===== src/rtl/uart_byte_receiver.sv =====
// 8N1 UART receiver, LSB first. Synchronizes the serial line, validates the
// start bit at its half-bit point, then samples each data bit and the stop
// bit one full bit period apart. Good frames update data with a valid pulse;
// a low stop bit produces a framing_error pulse and leaves data untouched.
module uart_byte_receiver #(
  parameter int unsigned CLKS_PER_BIT = 868
) (
  input  logic       CLK,
  input  logic       INITIALIZE,
  input  logic       UART_RX,
  output logic [7:0] data,
  output logic       valid,
  output logic       framing_error,
  output logic       busy
);

  localparam int unsigned CntW = $clog2(CLKS_PER_BIT);
  localparam logic [CntW-1:0] HalfLast = CntW'(CLKS_PER_BIT / 2 - 1);
  localparam logic [CntW-1:0] BitLast  = CntW'(CLKS_PER_BIT - 1);

  typedef enum logic [1:0] {
    StIdle,
    StStart,
    StData,
    StStop
  } state_e;

  state_e          state_q, state_d;
  logic            s1_q, rx_s_q, rx_prev_q;
  logic [CntW-1:0] cnt_q, cnt_d;
  logic [2:0]      bitidx_q, bitidx_d;
  logic [7:0]      shift_q, shift_d;
  logic [7:0]      data_q, data_d;
  logic            valid_q, valid_d;
  logic            ferr_q, ferr_d;

  // State registers, synchronizer and edge-detect copy; INITIALIZE overrides all.
  always_ff @(posedge CLK) begin
    if (INITIALIZE) begin
      state_q   <= StIdle;
      s1_q      <= 1'b1;
      rx_s_q    <= 1'b1;
      rx_prev_q <= 1'b1;
      cnt_q     <= '0;
      bitidx_q  <= '0;
      shift_q   <= '0;
      data_q    <= '0;
      valid_q   <= 1'b0;
      ferr_q    <= 1'b0;
    end else begin
      state_q   <= state_d;
      s1_q      <= UART_RX;
      rx_s_q    <= s1_q;
      rx_prev_q <= rx_s_q;
      cnt_q     <= cnt_d;
      bitidx_q  <= bitidx_d;
      shift_q   <= shift_d;
      data_q    <= data_d;
      valid_q   <= valid_d;
      ferr_q    <= ferr_d;
    end
  end

  // Frame sequencing: start validation, bit sampling and stop-bit check.
  always_comb begin
    state_d  = state_q;
    cnt_d    = cnt_q;
    bitidx_d = bitidx_q;
    shift_d  = shift_q;
    data_d   = data_q;
    valid_d  = 1'b0;
    ferr_d   = 1'b0;
    unique case (state_q)
      StIdle: begin
        // Only a true high-to-low transition arms the receiver, so a held
        // break cannot retrigger until the line has gone high again.
        if (rx_prev_q && !rx_s_q) begin
          state_d = StStart;
          cnt_d   = '0;
        end
      end
      StStart: begin
        if (cnt_q == HalfLast) begin
          cnt_d = '0;
          if (!rx_s_q) begin
            state_d  = StData;
            bitidx_d = '0;
          end else begin
            state_d = StIdle;
          end
        end else begin
          cnt_d = cnt_q + CntW'(1);
        end
      end
      StData: begin
        if (cnt_q == BitLast) begin
          shift_d  = {rx_s_q, shift_q[7:1]};
          cnt_d    = '0;
          bitidx_d = bitidx_q + 3'd1;
          if (bitidx_q == 3'd7) begin
            state_d = StStop;
          end
        end else begin
          cnt_d = cnt_q + CntW'(1);
        end
      end
      StStop: begin
        if (cnt_q == BitLast) begin
          if (rx_s_q) begin
            data_d  = shift_q;
            valid_d = 1'b1;
          end else begin
            ferr_d = 1'b1;
          end
          cnt_d   = '0;
          state_d = StIdle;
        end else begin
          cnt_d = cnt_q + CntW'(1);
        end
      end
      default: state_d = StIdle;
    endcase
  end

  assign data          = data_q;
  assign valid         = valid_q;
  assign framing_error = ferr_q;
  assign busy          = (state_q != StIdle);

endmodule


===== config.mk =====
export PLATFORM = sky130hd
export DESIGN_NAME = uart_byte_receiver
export DESIGN_NICKNAME = d
export VERILOG_FILES = /design/src/rtl/uart_byte_receiver.sv
export SDC_FILE = /design/constraint.sdc
export NUM_CORES = 1
export LEC_CHECK = 0
export BUFFER_PORTS_ARGS = -buffer_cell sky130_fd_sc_hd__buf_2
export CAP_MARGIN = 10
export CORE_AREA = 2 2 60 62
export CTS_CLUSTER_DIAMETER = 60
export CTS_CLUSTER_SIZE = 40
export DETAILED_ROUTE_END_ITERATION = 8
export DIE_AREA = 0 0 62 64
export GPL_TIMING_DRIVEN = 0
export PLACE_DENSITY = 0.72
export SLEW_MARGIN = 25
export SYNTH_ARGS = -nofsm -noshare
export SYNTH_HDL_FRONTEND = slang
export SYNTH_SLANG_ARGS = --single-unit

===== constraint.sdc =====
create_clock -name CLK -period 2.06 [get_ports CLK]
set_input_delay 0.206 -clock CLK [delete_from_list [all_inputs] [get_ports CLK]]
set_output_delay 0.206 -clock CLK [all_outputs]
set_load 0.01 [all_outputs]

# Word level (Yosys, flattened, before mapping)
# Cells that the tools add are included.
# Widths: inputs -> output; s select.
totals:
  reg_bits: 36
  latchBits: 0
  ramBits: 0
  mem_bits_ro: 0
  input_bits: 3
  out_inout_bits: 11
  word_cells: 54
  n_memories: 0
classes:
  addsub: 2
  n_mul: 0
  div: 0
  n_lt_le_gt_ge: 0
  n_eq_ne: 12
  shift: 0
  mux: 17
  bitwise_logic: 2
  reduce_logical: 11
op_table:
  columns: ["cell", "count"]
  rows:
  - ["$mux 10", 3]
  - ["$pmux 10 s3", 1]
  - ["$mux 2", 6]
  - ["$ne 2x2->1 const B", 6]
  - ["$add 10x1->10 const B", 1]
  - ["$eq 10x10->1 const B", 1]
  - ["$eq 10x9->1 const B", 1]
  - ["$mux 3", 3]
  - ["$pmux 2 s4", 1]
  - ["$pmux 3 s2", 1]
  - ["$reduce_and 5->1", 1]
  - ["$eq 2x2->1 const B", 2]
  - ["$reduce_and 4->1", 1]
  - ["$reduce_bool 2->1", 2]
  - ["$add 3x1->3 const B", 1]
  - ["$eq 3x3->1 const B", 1]
  - ["$reduce_and 3->1", 1]
  - ["$reduce_or 3->1", 1]
  - ["$eq 2x1->1 const B", 1]
  - ["$logic_not 2->1", 1]
  - ["$mux 1", 2]
  - ["$not 1->1", 2]
  - ["$reduce_and 2->1", 1]
  - ["$reduce_or 2->1", 1]
  - ["2 further kinds", 2]

# Depth between registers and ports, before layout
# Gate-level depths: netlist of the first run.
depth:
  ltp_word: 4
  depth_mapped: 7
  ltp_nobuf: 6

# Worst setup path after synthesis of the first run
# Ideal clock, no wire load.
synth_path:
  path_kind: "reg-to-reg"
  from: "register cnt_q[1]"
  to: "register cnt_q[6]"
  setup_time_ns: 0.095
  arrival_ns: 1.511
  required_ns: 1.965
  path_slack_ns: 0.453
  stages_incl_launch_ff: 7
  n_path_buf: 0
  period_less_slack_ns: 1.607
  path_cell_list: "dfxtp_1 -> inv_1 -> ha_1 -> and4_4 -> a311oi_4 -> o21ai_1 -> a221oi_1"
synth_between:
  elab_chain_len: 3
  elab_cells_between_ends: 6
  classes_between: "1 x add/sub; 2 x eq/ne; 3 x mux"
synth_lines:
  columns: ["element", "line", "text"]
  rows:
  - ["start, declared", "30", "logic [CntW-1:0] cnt_q, cnt_d;"]
  - ["start signal, assigned", "55", "cnt_q <= cnt_d;"]
  - ["$add 10x1->10 (tied with other cells)", "92, 104, 118", null]
  - ["$mux 10 (on tied branches)", "96, 108, 83", null]
  - ["$pmux 10 s3 *", "73", "unique case (state_q)"]
# Every way passes the cells marked *; elsewhere a longest branch is shown, timed or not.
# A chain may end at the register's enable or synchronous reset.

# Worst setup path after layout of the first run
layout_path:
  from: "register cnt_q[1]"
  to: "register cnt_q[9]"
# The elaborated chain is that of the path after synthesis.

==> results.yml, run 1 <==
sta:
  setup_viol: 0
  grt_setup_unrepaired: "false"
  worstMarginPinSlew_ns: 0.593
  slew_violations: 0
  max_freq_mhz: 533
  finClkSkew_ns: 0.00159
  hold_slack_ns: 0.0355
  fin_crit_sh: 0.910
  slew-limit-headroom: 0.605
  timing.final.ws_setup_ns: 0.185
  fin_crit_ns: 1.87
  hold_viol_final: 0
  finalSetupTns_ns: 0
floorplanning:
  die_x_um: 62
  die_h_um: 64
  rows: 21
  start_util: 0.528
  die-area_um2: 3970
  io_pins: 14
  core_um2: 3280
critical_path:
  crit_type: "reg2reg"
  worstSetupStartpointType: "register"
  end_kind: "register"
  crit_required_ns: 2.33
  critPathArrivalTime_ns: 2.15
  path_max_fanout: 10
clock_tree:
  insertion_delay_ns: 0.34
  tritoncts: "built"
  clk_pin_slew_ns: 0.11
  post_cts_buffers: 0
  cts_htree_levels: 2
  cts.sinks: 36
  hold_buffers: 0
  post_cts_resized: 0
  cts_buffers: 5
  clockBufferDepth: 2
  clockRootBuffer: "clkbuf_4"
synth:
  synth_edf_count: 0
  synth_warnings: 0
  syn_area_per_cell_um2: 8.90
  syn_inst: 195
  ys_seq_elements: 36
  post_synth_num_cell_types: 41
  netlist.area_leader.share: 0.415
  synth_largest_area_cell: "dfxtp_1"
  synth_nets: 202
  syn-cell-area_um2: 1740
  synth_most_common_cell: "dfxtp_1"
  synthFlopType: "dfxtp_1"
  async_flop_share: 0
  yosysSeqAreaShare: 0.415
  synth_common_cells: "36 x dfxtp_1, 17 x a21oi_1, 15 x nand2_1, 15 x nor2_1, 13 x nand3_1"
  synthTopCellsByArea: "dfxtp_1 42%, mux2i_1 5.8%, a21oi_1 4.9%"
grt:
  grt-ovfl-total: 0
  antenna_found_initial: 0
  grtUsageTotal: 0.208
  grt_max_degree: 12
  grt_pass1_wl_um: 6220
  grt_pass1_vias: 1401
place:
  dpl_worst_slack_ns: 0.174
  io_buffers: 13
  dpl-instance-area_um2: 1860
  hpwl_um: 2580
  gp_congestion: 0.824
finish:
  antennaDiodeCount: 0
  layout-drive-gt1-share: 0.184
  area_growth_pct: 11.9
  nets: 223
  fin_area_um2: 1940
routing:
  drt-initial-drc-count: 80
  detail-route-antenna-nets: 0
  drc: 0
  viasPerCell: 5.75
  routed_wl_um: 3630
  dr.pass1.iters: 5
  drt-wirelength-per-cell_um: 13.8
  via_count: 1512
pwr:
  power_density_nw_per_um2: 646
  power_mw: 1.25
  p_leak_nw: 0.750
  peakVddDrop_mv: 0.325
hold_path:
  hold_path_class: "in2reg"
flow_run:
  maxCapViolations: 0
outcome:
  status: "completed"
[critical path, cell delays in order (launching register included)]
cell and delay, ns:
dfxtp_1 0.43, inv_1 0.07, ha_1 0.20, and4_4 0.21
a311oi_4 0.43, buf_6 0.20, o21ai_1 0.08, a31oi_1 0.18
[area by class of cell]
| cell class | instances | area, µm² |
|---|---|---|
| Buffer | 11 | 72.6 |
| Clock buffer | 6 | 41.3 |
| Clock inverter | 2 | 35.0 |
| Fill cell | 302 | 1340 |
| Inverter | 6 | 22.5 |
| Multi-Input combinational cell | 142 | 920 |
| Sequential cell | 36 | 721 |
| Tap cell | 46 | 57.6 |
| Timing Repair Buffer | 14 | 72.6 |
[placed cells by master, fill, tap and decap left out, types with 5 or more instances in the layout]
cell type / count
mux2i_1: 10
nand3_1: 13
clkbuf_4: 5
or2_2: 5
o22ai_1: 5
inv_1: 6
buf_2: 14
a21oi_1: 17
clkbuf_1: 6
dfxtp_1: 36
nor3_1: 5
nand2_1: 15
o21ai_0: 9
nor2b_1: 5
nor2_1: 15
[per-layer routing]
layer	global-route usage	routed length [µm]	vias to the layer above
met1	0.268	1610	711
met5	0	0	-
met3	0.0466	181	8
met2	0.337	1780	45
met4	0.0638	61	0
li1	-	-	748
[report_power, final]
group / internal [mW] / total [mW] / switching (mW)
Clock: 0.254 / 0.493 / 0.238
Combinational: 0.0194 / 0.0546 / 0.0353
Sequential: 0.701 / 0.707 / 0.00647
Total: 0.975 / 1.25 / 0.280
[kinds of logic (layout without fill, tap and decap cells)]
kind of cell / Yosys count / after routing / synth area share
mux: 10 / 10 / 0.0577
compound gates: 48 / 48 / 0.184
fa+ha+maj: 4 / 4 / 0.0288
flops: 36 / 36 / 0.415
buf+inv: 17 / 39 / 0.0548
simple gates: 80 / 80 / 0.260
[worst paths after layout]
| check | to | depth (start not counted) | from | slack [ns] |
|---|---|---|---|---|
| setup / recovery | cnt_q[9] | 7 | cnt_q[1] | 0.19 |
| hold / removal | s1_q | 2 | UART_RX | 0.04 |
| hold reg to reg | rx_s_q | 1 | s1_q | 0.43 |
| setup reg to reg | cnt_q[9] | 7 | cnt_q[1] | 0.19 |
[state kept, by name, indices dropped and copies added (netlist names), named ones only]
register	flops
data	8
cnt_q	10
s1_q	1
state_q	1
rx_prev_q	1
framing_error	1
bitidx_q	3
valid	1
rx_s_q	1
shift_q	8
[through the flow]
step,instances,utilization
after detailed placement,254,0.566
after global placement,254,0.566
after CTS,262,0.589
final,263,0.591
after floorplan,195,-
after global routing,263,0.591
No activity file was read; power rests on OpenSTA's default activity.
==> run 2: changes to the inputs <==
- CORE_AREA: 2 2 60 62 -> 2 2 66 68
- DIE_AREA: 0 0 62 64 -> 0 0 68 70
- PLACE_DENSITY: 0.72 -> 0.62
==> run 2 against run 1 <==
  * Hold slack improved by 0.057 ns
  * First-iteration DRC count rose by 41%
  * Via count fell by 3.8%
  * Non-clock buffer count did not move
  * Largest cell class unchanged
  * Largest power group unchanged
  * Highest routed layer unchanged
==> results.yml, run 2 (same netlist as run 1, synthesis figures left out) <==
routing:
  drt-initial-drc-count: 113
  via_count: 1455
  routed_wl_um: 3630
  drc: 0
  drt-wirelength-per-cell_um: 13.5
  detail-route-antenna-nets: 0
  dr.pass1.iters: 4
  viasPerCell: 5.41
sta:
  timing.final.ws_setup_ns: 0.279
  setup_viol: 0
  worstMarginPinSlew_ns: 0.577
  slew-limit-headroom: 0.614
  hold_viol_final: 0
  slew_violations: 0
  finClkSkew_ns: 0.00763
  fin_crit_sh: 0.865
  finalSetupTns_ns: 0
  grt_setup_unrepaired: "false"
  max_freq_mhz: 561
  fin_crit_ns: 1.78
critical_path:
  crit_required_ns: 2.28
  critPathArrivalTime_ns: 2.00
  path_max_fanout: 10
  end_kind: "register"
  crit_start: "cnt_q[1]"
  crit_type: "reg2reg"
  rrSetupSlack_ns: 0.28
  worstSetupStartpointType: "register"
  worstReg2RegStart: "cnt_q[1]"
place:
  hpwl_um: 2450
  dpl_worst_slack_ns: 0.182
  io_buffers: 13
  gp_congestion: 0.807
finish:
  area_growth_pct: 13.3
  fillers: 396
  layout_common_cells: "36 x dfxtp_1, 17 x a21oi_1, 15 x nor2_1, 15 x nand2_1, 14 x buf_2"
  layout-drive-gt1-share: 0.184
  antennaDiodeCount: 0
  nets: 223
  multi_input_area_um2: 920
  largest_register_ffs: 10
  layout_commonest_cell: "dfxtp_1"
  final-seq-area_um2: 721
  largest_register: "cnt_q"
hold_path:
  hold_start: "UART_RX"
  hold_path_class: "in2reg"
grt:
  grt_pass1_wl_um: 6230
  grtUsageTotal: 0.172
  grt_pass1_vias: 1302
  antenna_found_initial: 0
  grt_max_degree: 12
  grt-ovfl-total: 0
pwr:
  power_mw: 1.29
  p_leak_nw: 0.752
  power_density_nw_per_um2: 655
  peakVddDrop_mv: 0.446
clock_tree:
  tritoncts: "built"
  cts_buffers: 5
  hold_buffers: 0
  insertion_delay_ns: 0.29
  clk_pin_slew_ns: 0.07
  cts.sinks: 36
  clockRootBuffer: "clkbuf_8"
  cts_htree_levels: 2
  clockBufferDepth: 2
floorplanning:
  io_pins: 14
  rows: 24
  die-area_um2: 4760
  die_x_um: 68
  start_util: 0.419
  die_h_um: 70
  core_um2: 4140
outcome:
  status: "completed"
flow_run:
  maxCapViolations: 0
[run 2: changes by cell type in the layout (fill, tap and decap cells not counted)]
cell | previous run | this run
bufinv_16 | 1 | 0
clkinvlp_4 | 0 | 1
clkbuf_4 | 5 | 0
clkbuf_8 | 0 | 6
clkinv_2 | 1 | 0
[run 2: area by class of cell]
cell class | count | area share
plain buffers | 11 | 0.0369
inverters | 6 | 0.0115
well taps | 52 | 0.0331
flip-flops and latches | 36 | 0.366
multi-input cells | 142 | 0.468
repair buffers | 14 | 0.0369
clock inverters | 1 | 0.00382
clock buffers | 7 | 0.0439
[run 2: critical path: stages, from the launching register on]
cell and delay, ns:
dfxtp_1 0.40, inv_1 0.06, ha_1 0.18, and4_4 0.21, a311oi_4 0.41, buf_6 0.20
o21ai_1 0.08, a31oi_1 0.16
[run 2: through the flow]
stage | util | cells | hold WS [ns] | area, µm²
4_1_cts | 0.473 | 268 | 0.0932 | 1960
6_report | 0.475 | 269 | 0.0925 | 1970
2_1_floorplan | - | 195 | 0.310 | 1740
3_5_place_dp | 0.450 | 260 | 0.396 | 1870
3_3_place_gp | 0.450 | 260 | 0.389 | 1870
5_1_grt | 0.475 | 269 | 0.0904 | 1970
[run 2: final timing paths]
path                    to  depth (start not counted)
hold reg to reg     rx_s_q                          1
setup / recovery  cnt_q[9]                          7
setup reg to reg  cnt_q[9]                          7
hold / removal        s1_q                          2
[run 2: layer usage]
metal,part of all wire,up-vias,global-route usage
met1,0.49,668,0.251
met2,0.44,33,0.244
met3,0.045,6,0.0386
met4,0.018,0,0.0667
li1,-,748,-
met5,0,-,0
[run 2: repair_timing]
item,CTS,global route
endpoints found under the setup margin,0,6
buffers inserted,0,1
resized for setup,0,0
[run 2: where the power goes]
| part | leakage [nW] | switching, mW | internal (mW) |
|---|---|---|---|
| sequential | 0.291 | 0.00596 | 0.701 |
| clock | 0.0445 | 0.256 | 0.272 |
| combinational | 0.417 | 0.0354 | 0.0193 |
